--- config.mk ---
export PLATFORM = sky130hd
export DESIGN_NAME = polyphase_ts_ctrl
export DESIGN_NICKNAME = d
export VERILOG_FILES = /design/src/rtl/polyphase_ts_ctrl.sv
export SDC_FILE = /design/constraint.sdc
export NUM_CORES = 1
export LEC_CHECK = 0
export CORE_ASPECT_RATIO = 1.2
export CORE_MARGIN = 4
export CORE_UTILIZATION = 42
export CTS_CLUSTER_SIZE = 28
export DETAILED_ROUTE_END_ITERATION = 8
export PLACE_DENSITY = 0.78
export SLEW_MARGIN = 30
export SYNTH_ARGS = -nofsm -noshare
export SYNTH_HDL_FRONTEND = slang
export SYNTH_SLANG_ARGS = --single-unit
--- constraint.sdc ---
create_clock -name clk -period 2.3 [get_ports clk]
set_input_delay 0.345 -clock clk [delete_from_list [all_inputs] [get_ports clk]]
set_output_delay 0.345 -clock clk [all_outputs]
set_load 0.1 [all_outputs]
--- src/rtl/polyphase_ts_ctrl.sv ---
// Slot sequencer for the time-shared polyphase interpolating transmit filter.
// Optional saturating error counter enabled by defining TS_CTRL_ERR_CNT_EN.
module polyphase_ts_ctrl #(
  parameter int UPSAMPLE  = 4,
  parameter int NUM_STEPS = 3,
  parameter int ERR_CNT_W = 16,
  localparam int PW = (UPSAMPLE > 1) ? $clog2(UPSAMPLE) : 1,
  localparam int SW = (NUM_STEPS > 1) ? $clog2(NUM_STEPS) : 1,
  localparam int CW = (UPSAMPLE * NUM_STEPS > 1) ? $clog2(UPSAMPLE * NUM_STEPS) : 1
) (
  input  logic                 clk,
  input  logic                 reset,
  input  logic                 sam_clk_en,
  input  logic                 sym_clk_en,
  output logic                 shift_en,
  output logic [PW-1:0]        phase,
  output logic [SW-1:0]        step,
  output logic [CW-1:0]        coef_addr,
  output logic                 mac_en,
  output logic                 acc_clr,
  output logic                 y_load,
  output logic                 locked,
  output logic                 overrun,
  output logic                 sync_err,
  output logic [ERR_CNT_W-1:0] err_cnt
);

  typedef enum logic [1:0] {IDLE, MAC, DUMP} state_t;

  state_t         state_q, state_d;
  logic [SW-1:0]  step_q, step_d;
  logic [PW-1:0]  phase_q, phase_d;
  logic [PW-1:0]  phase_cnt_q, phase_cnt_d;
  logic [CW-1:0]  coef_addr_q, coef_addr_d;
  logic           mac_en_q, mac_en_d;
  logic           acc_clr_q, acc_clr_d;
  logic           y_load_q, y_load_d;
  logic           locked_q, locked_d;
  logic           overrun_q, overrun_d;
  logic           sync_err_q, sync_err_d;

  // Delay line must shift on the same edge that launches the first MAC slot.
  assign shift_en = sam_clk_en & sym_clk_en & reset;

  always_comb begin
    state_d     = state_q;
    step_d      = step_q;
    phase_d     = phase_q;
    phase_cnt_d = phase_cnt_q;
    locked_d    = locked_q;
    mac_en_d    = 1'b0;
    acc_clr_d   = 1'b0;
    y_load_d    = 1'b0;
    overrun_d   = 1'b0;
    sync_err_d  = 1'b0;

    if (sam_clk_en) begin
      if (sym_clk_en) begin
        phase_d     = '0;
        phase_cnt_d = PW'(1);
        locked_d    = 1'b1;
        sync_err_d  = locked_q && (phase_cnt_q != '0);
      end else begin
        phase_d     = phase_cnt_q;
        phase_cnt_d = (phase_cnt_q == PW'(UPSAMPLE - 1)) ? '0 : phase_cnt_q + PW'(1);
      end
    end

    // A new sample always restarts at slot 0; arriving mid-MAC discards the partial sum.
    if (sam_clk_en) begin
      overrun_d = (state_q == MAC);
      state_d   = MAC;
      step_d    = '0;
      mac_en_d  = 1'b1;
      acc_clr_d = 1'b1;
    end else begin
      unique case (state_q)
        MAC: begin
          if (step_q == SW'(NUM_STEPS - 1)) begin
            state_d  = DUMP;
            step_d   = '0;
            y_load_d = 1'b1;
          end else begin
            step_d   = step_q + SW'(1);
            mac_en_d = 1'b1;
          end
        end
        default: begin
          state_d = IDLE;
          step_d  = '0;
        end
      endcase
    end

    coef_addr_d = CW'(phase_d) * CW'(NUM_STEPS) + CW'(step_d);
  end

  always_ff @(posedge clk or negedge reset) begin
    if (!reset) begin
      state_q     <= IDLE;
      step_q      <= '0;
      phase_q     <= '0;
      phase_cnt_q <= '0;
      coef_addr_q <= '0;
      mac_en_q    <= 1'b0;
      acc_clr_q   <= 1'b0;
      y_load_q    <= 1'b0;
      locked_q    <= 1'b0;
      overrun_q   <= 1'b0;
      sync_err_q  <= 1'b0;
    end else begin
      state_q     <= state_d;
      step_q      <= step_d;
      phase_q     <= phase_d;
      phase_cnt_q <= phase_cnt_d;
      coef_addr_q <= coef_addr_d;
      mac_en_q    <= mac_en_d;
      acc_clr_q   <= acc_clr_d;
      y_load_q    <= y_load_d;
      locked_q    <= locked_d;
      overrun_q   <= overrun_d;
      sync_err_q  <= sync_err_d;
    end
  end

  assign phase     = phase_q;
  assign step      = step_q;
  assign coef_addr = coef_addr_q;
  assign mac_en    = mac_en_q;
  assign acc_clr   = acc_clr_q;
  assign y_load    = y_load_q;
  assign locked    = locked_q;
  assign overrun   = overrun_q;
  assign sync_err  = sync_err_q;

`ifdef TS_CTRL_ERR_CNT_EN
  localparam int EW = ERR_CNT_W + 1;

  logic [ERR_CNT_W-1:0] err_cnt_q, err_cnt_d;
  logic [EW-1:0]        err_sum;

  // One extra bit catches wrap so the count pins at all-ones.
  always_comb begin
    err_sum   = {1'b0, err_cnt_q} + EW'(overrun_q) + EW'(sync_err_q);
    err_cnt_d = err_sum[ERR_CNT_W] ? '1 : err_sum[ERR_CNT_W-1:0];
  end

  always_ff @(posedge clk or negedge reset) begin
    if (!reset) begin
      err_cnt_q <= '0;
    end else begin
      err_cnt_q <= err_cnt_d;
    end
  end

  assign err_cnt = err_cnt_q;
`else
  assign err_cnt = '0;
`endif

endmodule

==> results of run 1 <==
[state kept, by name, indices dropped and copies added (netlist names)]
register     count
coef_addr        4
locked           1
sync_err         1
mac_en           1
acc_clr          1
y_load           1
state_q          2
overrun          1
phase            2
phase_cnt_q      2
step             2
[layout make-up]
class	instances	area, sq um	area share, %
Clock buffer	4	36.3	3.28
Inverter	3	11.3	1.02
Multi-Input combinational cell	53	353	31.9
Sequential cell	18	455	41.2
Tap cell	19	23.8	2.15
Timing Repair Buffer	27	225	20.4
[synth_stat cells]
cell type,number,area (sq um)
inv_1,3,11.3
or2_2,1,6.26
and3_1,1,6.26
xnor2_1,1,8.76
nand2_1,3,11.3
and4b_1,1,10.0
nand2b_1,2,12.5
a21o_1,1,7.51
nor2b_1,1,6.26
ha_1,6,75.1
dfrtp_1,18,450
buf_2,1,5.00
o22a_1,2,17.5
xor2_1,1,8.76
nor2_1,2,7.51
nand3_1,1,5.00
nor4b_1,1,8.76
a22o_4,1,17.5
nor3b_1,2,15.0
nand3b_1,1,7.51
o21ai_0,6,30.0
nor4_1,1,6.26
o21ai_1,1,5.00
conb_1,1,3.75
nor2b_2,1,8.76
buf_4,16,120
[worst paths after layout]
kind / startpoint / to / slack, ns / cells past startpoint
max: state_q[1] / coef_addr[3] / 0.24 / 7
min: sam_clk_en / step[1] / 0.38 / 2
max reg2reg: state_q[1] / coef_addr[3] / 0.24 / 7
min reg2reg: step[1] / step[1] / 0.49 / 1
max in group asynchronous: reset / step[1] / 1.68 / 2
min in group asynchronous: reset / sync_err / 0.40 / 2
[metrics by stage]
stage               setup TNS, ns  util, %  hold slack (ns)  cells  total power [mW]
floorplan                       0        -           0.0494     91             0.871
global placement           -0.177     55.1            0.460    120             0.966
detailed placement         -0.265     55.1            0.476    120             0.974
CTS                             0     57.0            0.413    124              1.17
global route                    0     57.7            0.394    124              1.21
finish                          0     57.7            0.379    124              1.16
[metal layers]
metal	up-vias	share of wire (%)
li1	281	-
met5	-	0
met3	2	8.2
met2	25	54
met4	0	1.3
met1	278	37
[worst max-delay path, stage by stage, from the launching register on]
cell and delay (ns):
dfrtp_1 0.36, nand2b_1 0.17, nor4b_2 0.32, ha_1 0.29
ha_1 0.20, ha_1 0.19, or2_2 0.27, o22a_1 0.17
[report_power, final]
part	total, mW	internal, mW	switching (mW)
Combinational	0.578	0.109	0.469
Clock	0.194	0.0966	0.0972
Sequential	0.391	0.363	0.0280
[cell families after synthesis]
group	share of synthesized area, %
compound gates	8.90
xor+xnor	2.01
fa+ha+maj	8.61
buf+inv	15.6
flops	51.6
other cells	0.430
simple gates	12.8
[timing repair]
| action | 4_1_cts | 5_1_grt |
|---|---|---|
| hold buffers | 0 | 0 |
| setup endpoints to repair | 0 | 1 |
| resized for setup | 0 | 3 |
| hold endpoints to repair | 0 | 0 |
==> flow_metrics.py, run 1 <==
metrics = {
    "outcome": {
        "run_status": "finished clean",
    },
    "hold_path": {
        "hold_class": "input port to register",
    },
    "critical_path": {
        "start_kind": "register",
        "cp_data_arrival_time_ns": 2.26,
        "worstPathRequired_ns": 2.50,
        "cp-end-kind": "register",
        "crit_type": "register to register",
        "cp_max_fo": 2,
    },
    "clock_network": {
        "clk_transition_reported_paths_ns": 0.10,
        "post_cts.repair.setup_buffers": 0,
        "cts_tree": "built",
        "clock-root-buffer": "clkbuf_4",
        "numCtsBuffers": 3,
        "clk_latency_ns": 0.30,
        "clockBufferDepth": 2,
        "clock_sinks": 18,
        "h-tree-depth": 1,
    },
    "sta": {
        "slew_violations": 0,
        "layout_setup_ws_ns": 0.236,
        "fin_skew_ns": 0.00458,
        "period_share_pct": 89.7,
        "grt_setup_unrepaired": "no",
        "hold_viol": 0,
        "period_needed_ns": 2.06,
        "setup_viol": 0,
        "max_freq_mhz": 485,
    },
    "grt": {
        "antenna_found_initial": 0,
        "track_usage_pct": 12.1,
        "grt_busiest_layer": "met2",
        "grt_first_pass_wirelength_microns": 2610,
        "grt_pass1_vias": 605,
        "grt_max_degree": 19,
        "use_met1_pct": 11.2,
        "grt_overflow": 0,
        "globalRouteMet3Util_pct": 4.11,
        "use_met2_pct": 22.7,
    },
    "synth": {
        "ys_seq_elements": 18,
        "synthCells": 76,
        "yosys_warnings": 0,
        "yosysSeqAreaShare_pct": 51.6,
        "avgSynthCellArea_sq_um": 11.5,
        "syn-cell-area_sq_um": 872,
        "synth_cell_type_count": 26,
    },
    "die": {
        "ios": 35,
        "coreArea_sq_mm": 0.00191,
        "start_util_pct": 45.6,
        "chipHeight_microns": 57.9,
        "die_area_sq_mm": 0.00287,
        "die_x_microns": 49.6,
        "num_rows": 17,
    },
    "detailed_routing": {
        "drcViolationCount": 0,
        "drt-pass1-iter-count": 4,
        "ant_nets": 0,
        "drt-wirelength-per-cell_microns": 12.5,
        "via_count": 586,
        "first_iter_violations": 3,
        "vias_per_cell": 4.73,
        "wl_microns": 1550,
    },
    "power": {
        "leakagePower_nw": 0.597,
        "power_density_mw_per_mm2": 1050,
        "vdd_drop_max_v": 0.000510,
    },
    "placement": {
        "post-place-ws_ns": -0.265,
        "portBuffers": 18,
        "place_congestion": 0.756,
        "place_hpwl_microns": 1220,
        "place_area_sq_mm": 0.00105,
    },
    "finish": {
        "finalNetCount": 116,
        "layout_commonest_cell": "buf_4",
        "fill_cells": 154,
        "layout_common_cells": "buf_4 (23), conb_1 (16), dfrtp_1 (14), o21ai_0 (6), ha_1 (6)",
        "n_antenna_cell": 0,
        "drive_above_1_share_pct": 34.3,
        "postLayoutCellArea_sq_mm": 0.00110,
        "syn_to_final_growth_pct": 26.7,
    },
    "job": {
        "maxCapViolations": 0,
    },
}
(Power assumes the default switching activity.)
==> inputs of run 2 (changes only) <==
Settings changed: CORE_UTILIZATION 42 to 45, PLACE_DENSITY 0.78 to 0.81.
Clock period 2.3 ns to 2.45 ns, I/O delays scaled along.
==> run 2 against run 1 <==
  * Worst setup slack worse by 0.050 ns
  * Design area is 3.7% lower
  * Global-route usage is 1.2 points lower
  * Register-to-register slack hardly changed
  * Count of clock-buffer cells in the layout unchanged
  * First-iteration DRC count is 130% higher
  * Highest routed layer unchanged
==> flow_metrics.py, run 2 (same netlist as run 1, synthesis figures left out) <==
metrics = {
    "outcome": {
        "run_status": "finished clean",
    },
    "clock_network": {
        "clockBufferDepth": 2,
        "clock_sinks": 18,
        "clock-root-buffer": "clkbuf_4",
        "post_cts.repair.setup_buffers": 0,
        "h-tree-depth": 1,
        "clk_latency_ns": 0.28,
        "ctsResizeCount": 0,
        "clk_transition_reported_paths_ns": 0.10,
        "numCtsBuffers": 3,
        "cts_tree": "built",
        "hold_buffers": 0,
    },
    "critical_path": {
        "critPathTopFamily": "adder cells",
        "worstPathRequired_ns": 2.63,
        "critPathBufInv": 1,
        "cpPeakStageDelay_ns": 0.58,
        "start_kind": "input port",
        "crit_type": "input port to register",
        "slowest_stage": "clkdlybuf4s50_1",
        "cp_max_fo": 6,
        "cp_data_arrival_time_ns": 2.45,
        "critPathMostFrequentCell": "ha_1",
        "path_cells": "clkdlybuf4s50_1 > nor2b_2 > nand2_1 > o21ai_0 > ha_1 > ha_1 > ha_1 > or2_2 > o22a_1",
        "cp-end-kind": "register",
    },
    "sta": {
        "slew_violations": 0,
        "fin_skew_ns": 0.00887,
        "hold_viol": 0,
        "period_needed_ns": 2.26,
        "setup_viol": 0,
        "max_freq_mhz": 442,
        "period_share_pct": 92.4,
        "grt_setup_unrepaired": "no",
    },
    "grt": {
        "track_usage_pct": 10.9,
        "antenna_found_initial": 0,
        "grt_max_degree": 19,
        "grt_first_pass_wirelength_microns": 2120,
        "grt_pass1_vias": 530,
        "grt_overflow": 0,
    },
    "die": {
        "num_rows": 17,
        "chipHeight_microns": 56.2,
        "ios": 35,
        "start_util_pct": 47.1,
        "die_area_sq_mm": 0.00271,
        "die_x_microns": 48.2,
        "coreArea_sq_mm": 0.00185,
    },
    "hold_path": {
        "hold_class": "input port to asynchronous set/reset pin",
    },
    "detailed_routing": {
        "via_count": 566,
        "drt-wirelength-per-cell_microns": 12.2,
        "first_iter_violations": 7,
        "wl_microns": 1460,
        "drt-pass1-iter-count": 5,
        "drcViolationCount": 0,
        "vias_per_cell": 4.72,
        "ant_nets": 0,
    },
    "power": {
        "vdd_drop_max_v": 0.000628,
        "comb_power_share_pct": 49.4,
        "seq_power_share_pct": 34.4,
        "netSwitchingPower_mw": 0.543,
        "clkPwrFrac_pct": 16.2,
        "swShare_pct": 51.0,
        "power_density_mw_per_mm2": 1000,
        "p_total_mw": 1.07,
        "p_int_mw": 0.522,
        "leakagePower_nw": 0.568,
    },
    "placement": {
        "place_hpwl_microns": 1130,
        "place_congestion": 0.736,
        "place_area_sq_mm": 0.00102,
        "portBuffers": 18,
    },
    "finish": {
        "post-route-util_pct": 57.5,
        "layout_commonest_cell": "buf_4",
        "drive_above_1_share_pct": 28.7,
        "ff_latch_area_sq_um": 452,
        "postLayoutCellArea_sq_mm": 0.00106,
        "layout_common_cells": "buf_4 (19), dfrtp_1 (17), conb_1 (16), o21ai_0 (6), ha_1 (6)",
        "multi_input_area_sq_um": 348,
        "syn_to_final_growth_pct": 22.0,
        "largest_reg_flops": 4,
        "fill_cells": 163,
        "n_antenna_cell": 0,
        "finalNetCount": 112,
    },
    "job": {
        "maxCapViolations": 0,
    },
}
## run 2: metrics by stage
step	TNS (ns)	instances	setup WS (ns)	hold WS (ns)
global route	0	120	0.0380	0.439
floorplan	0	91	0.0241	0.0719
detailed placement	-0.170	116	-0.170	0.467
finish	0	120	0.186	0.422
global placement	-0.0971	116	-0.0971	0.459
CTS	0	120	0.115	0.424
## run 2: layout make-up
cell class                 count  area share [%]
clock buffer                   4            3.41
inverter                       3            1.06
multi-input combinational     53            32.7
sequential                    18            42.5
tap                           19            2.24
timing repair buffer          23            18.1
## run 2: final timing paths
kind	start	to	slack, ns	cells past startpoint
max in group asynchronous	reset	step[0]	1.81	2
hold reg to reg	locked	locked	0.49	1
setup reg to reg	state_q[1]	coef_addr[3]	0.25	7
setup / recovery	sam_clk_en	coef_addr[3]	0.19	9
min in group clk	locked	locked	0.49	1
hold / removal	reset	mac_en	0.42	2
## run 2: per-layer routing
metal  up-vias  wire length, microns  global-route usage, %
met1       261                   530                   10.5
li1        274                     -                      -
met4         0                    21                   5.00
met3         2                   136                   3.56
met5         -                     0                      0
met2        29                   775                   19.0
## run 2: power groups by stage
stage,Combinational [mW],Clock [mW],Sequential [mW]
floorplan,0.195,0,0.621
global placement,0.521,0,0.371
detailed placement,0.527,0,0.372
CTS,0.527,0.181,0.366
global route,0.549,0.189,0.373
finish,0.527,0.172,0.367
## run 2: worst reg2reg max path: stages (launching register included)
cell,delay [ns]
dfrtp_1,0.36
nand2b_1,0.25
nor4b_2,0.38
ha_1,0.29
ha_1,0.20
ha_1,0.19
or2_2,0.27
o22a_1,0.17
==> inputs of run 3 (changes only) <==
Settings changed: GPL_TIMING_DRIVEN set to 1, RECOVER_POWER set to 25.
==> run 3 against run 2 <==
  * Utilization fell by 0.20 points
  * Count of clock-buffer cells in the layout stayed put
  * Sequential share of layout area is 0.15 points higher
  * Worst setup slack gained 0.0031 ns
  * Via count did not move
  * Die area is the same
  * Design area decreased by 0.35%
  * Global-route usage stayed put
  * Clock skew barely moved
  * Power decreased by 0.10%
  * Critical path depth unchanged
  * Critical path type unchanged
==> flow_metrics.py, run 3 (same netlist as run 1, synthesis figures left out) <==
metrics = {
    "outcome": {
        "run_status": "finished clean",
    },
    "sta": {
        "layout_setup_ws_ns": 0.189,
        "tightestPinTransition_ns": 0.939,
        "period_needed_ns": 2.26,
        "hold_viol": 0,
        "max_freq_mhz": 442,
        "slew_headroom_pct": 37.4,
        "setup_viol": 0,
        "fin_skew_ns": 0.00887,
        "slew_violations": 0,
        "period_share_pct": 92.3,
        "grt_setup_unrepaired": "no",
        "fin_setup_tns_ns": 0,
    },
    "die": {
        "coreArea_sq_mm": 0.00185,
        "die_area_sq_mm": 0.00271,
        "chipHeight_microns": 56.2,
        "ios": 35,
        "num_rows": 17,
        "start_util_pct": 47.1,
        "die_x_microns": 48.2,
    },
    "detailed_routing": {
        "drcViolationCount": 0,
        "drt-wirelength-per-cell_microns": 12.2,
        "vias_per_cell": 4.72,
        "via_count": 566,
        "wl_microns": 1460,
        "drt-pass1-iter-count": 5,
        "ant_nets": 0,
        "first_iter_violations": 9,
    },
    "grt": {
        "grt_busiest_layer": "met2",
        "antenna_found_initial": 0,
        "grt_overflow": 0,
        "grt_pass1_vias": 530,
        "use_met1_pct": 10.5,
        "use_met2_pct": 19.0,
        "grt_max_degree": 19,
        "grt_first_pass_wirelength_microns": 2120,
        "globalRouteMet3Util_pct": 3.56,
        "track_usage_pct": 10.9,
    },
    "placement": {
        "place_hpwl_microns": 1130,
        "portBuffers": 18,
        "post-place-ws_ns": -0.170,
        "place_congestion": 0.736,
    },
    "critical_path": {
        "cp_data_arrival_time_ns": 2.44,
        "r2r_end": "coef_addr[3]",
        "ff2ff_path_depth": 7,
        "crit_type": "input port to register",
        "cp_max_fo": 6,
        "cp-end-kind": "register",
        "r2r-start": "state_q[1]",
        "rrSetupSlack_ns": 0.25,
        "worstPathRequired_ns": 2.63,
        "start_kind": "input port",
    },
    "clock_network": {
        "numCtsBuffers": 3,
        "hold_buffers": 0,
        "clock-root-buffer": "clkbuf_4",
        "clockBufferDepth": 2,
        "h-tree-depth": 1,
        "clock_sinks": 18,
        "clk_latency_ns": 0.28,
        "clk_transition_reported_paths_ns": 0.10,
        "cts_tree": "built",
    },
    "finish": {
        "n_antenna_cell": 0,
        "finalNetCount": 112,
        "layout_commonest_cell": "buf_4",
        "syn_to_final_growth_pct": 21.5,
        "drive_above_1_share_pct": 27.7,
        "largest_reg_flops": 4,
        "post-route-util_pct": 57.3,
        "layout_common_cells": "buf_4 (18), dfrtp_1 (17), conb_1 (16), o21ai_0 (6), ha_1 (6)",
    },
    "power": {
        "leakagePower_nw": 0.564,
        "vdd_drop_max_v": 0.000628,
        "p_total_mw": 1.06,
        "power_density_mw_per_mm2": 1000,
    },
    "hold_path": {
        "hold_path.startpoint": "locked",
        "holdPathStages": 1,
        "whs_endpoint": "locked",
        "hold_class": "register to register",
    },
    "job": {
        "maxCapViolations": 0,
    },
}
-- run 3: how the worst max path moves through the flow --
stage	start	slack [ns]	cells past startpoint	end
global route	sam_clk_en	0.04	9	coef_addr[3]
finish	sam_clk_en	0.19	9	coef_addr[3]
floorplan	phase[0]	0.02	7	coef_addr[3]
detailed placement	sam_clk_en	-0.17	7	coef_addr[3]
CTS	state_q[1]	0.11	7	coef_addr[3]
global placement	sam_clk_en	-0.1	7	coef_addr[3]
-- run 3: layout make-up --
type,instances,area [sq um]
clock buffer,4,36.3
inverter,3,11.3
timing repair buffer,23,189
sequential,18,452
fill,163,791
multi-input combinational,53,348
tap,19,23.8
-- run 3: routing by layer --
layer | share of wire [%] | wire, microns
met4 | 1.4 | 21
met2 | 53 | 774
met5 | 0 | 0
met1 | 36 | 529
met3 | 9.3 | 136
-- run 3: timing repair --
item / 4_1_cts / 5_1_grt
setup endpoints to repair: 0 / 1
gates resized for setup: 0 / 1
setup buffers: 0 / 0
endpoints found under the hold margin: 0 / 0
-- run 3: power breakdown --
part	leakage, nW	internal, mW	switching, mW	total [mW]
combinational	0.323	0.0911	0.434	0.526
clock	0.0210	0.0902	0.0820	0.172
sequential	0.220	0.340	0.0269	0.367
-- run 3: worst max-delay path, stage by stage --
cell,delay (ns)
clkdlybuf4s50_1,0.58
nor2b_2,0.25
nand2_1,0.06
o21ai_0,0.09
ha_1,0.27
ha_1,0.20
ha_1,0.19
or2_2,0.27
o22a_1,0.17
-- run 3: metrics by stage --
stage          hold WS, ns  instance area (sq um)  cells
6_report             0.487                   1060    120
5_1_grt              0.513                   1060    120
4_1_cts              0.424                   1060    120
3_5_place_dp         0.467                   1020    116
3_3_place_gp         0.459                   1020    116
2_1_floorplan       0.0719                    930     91
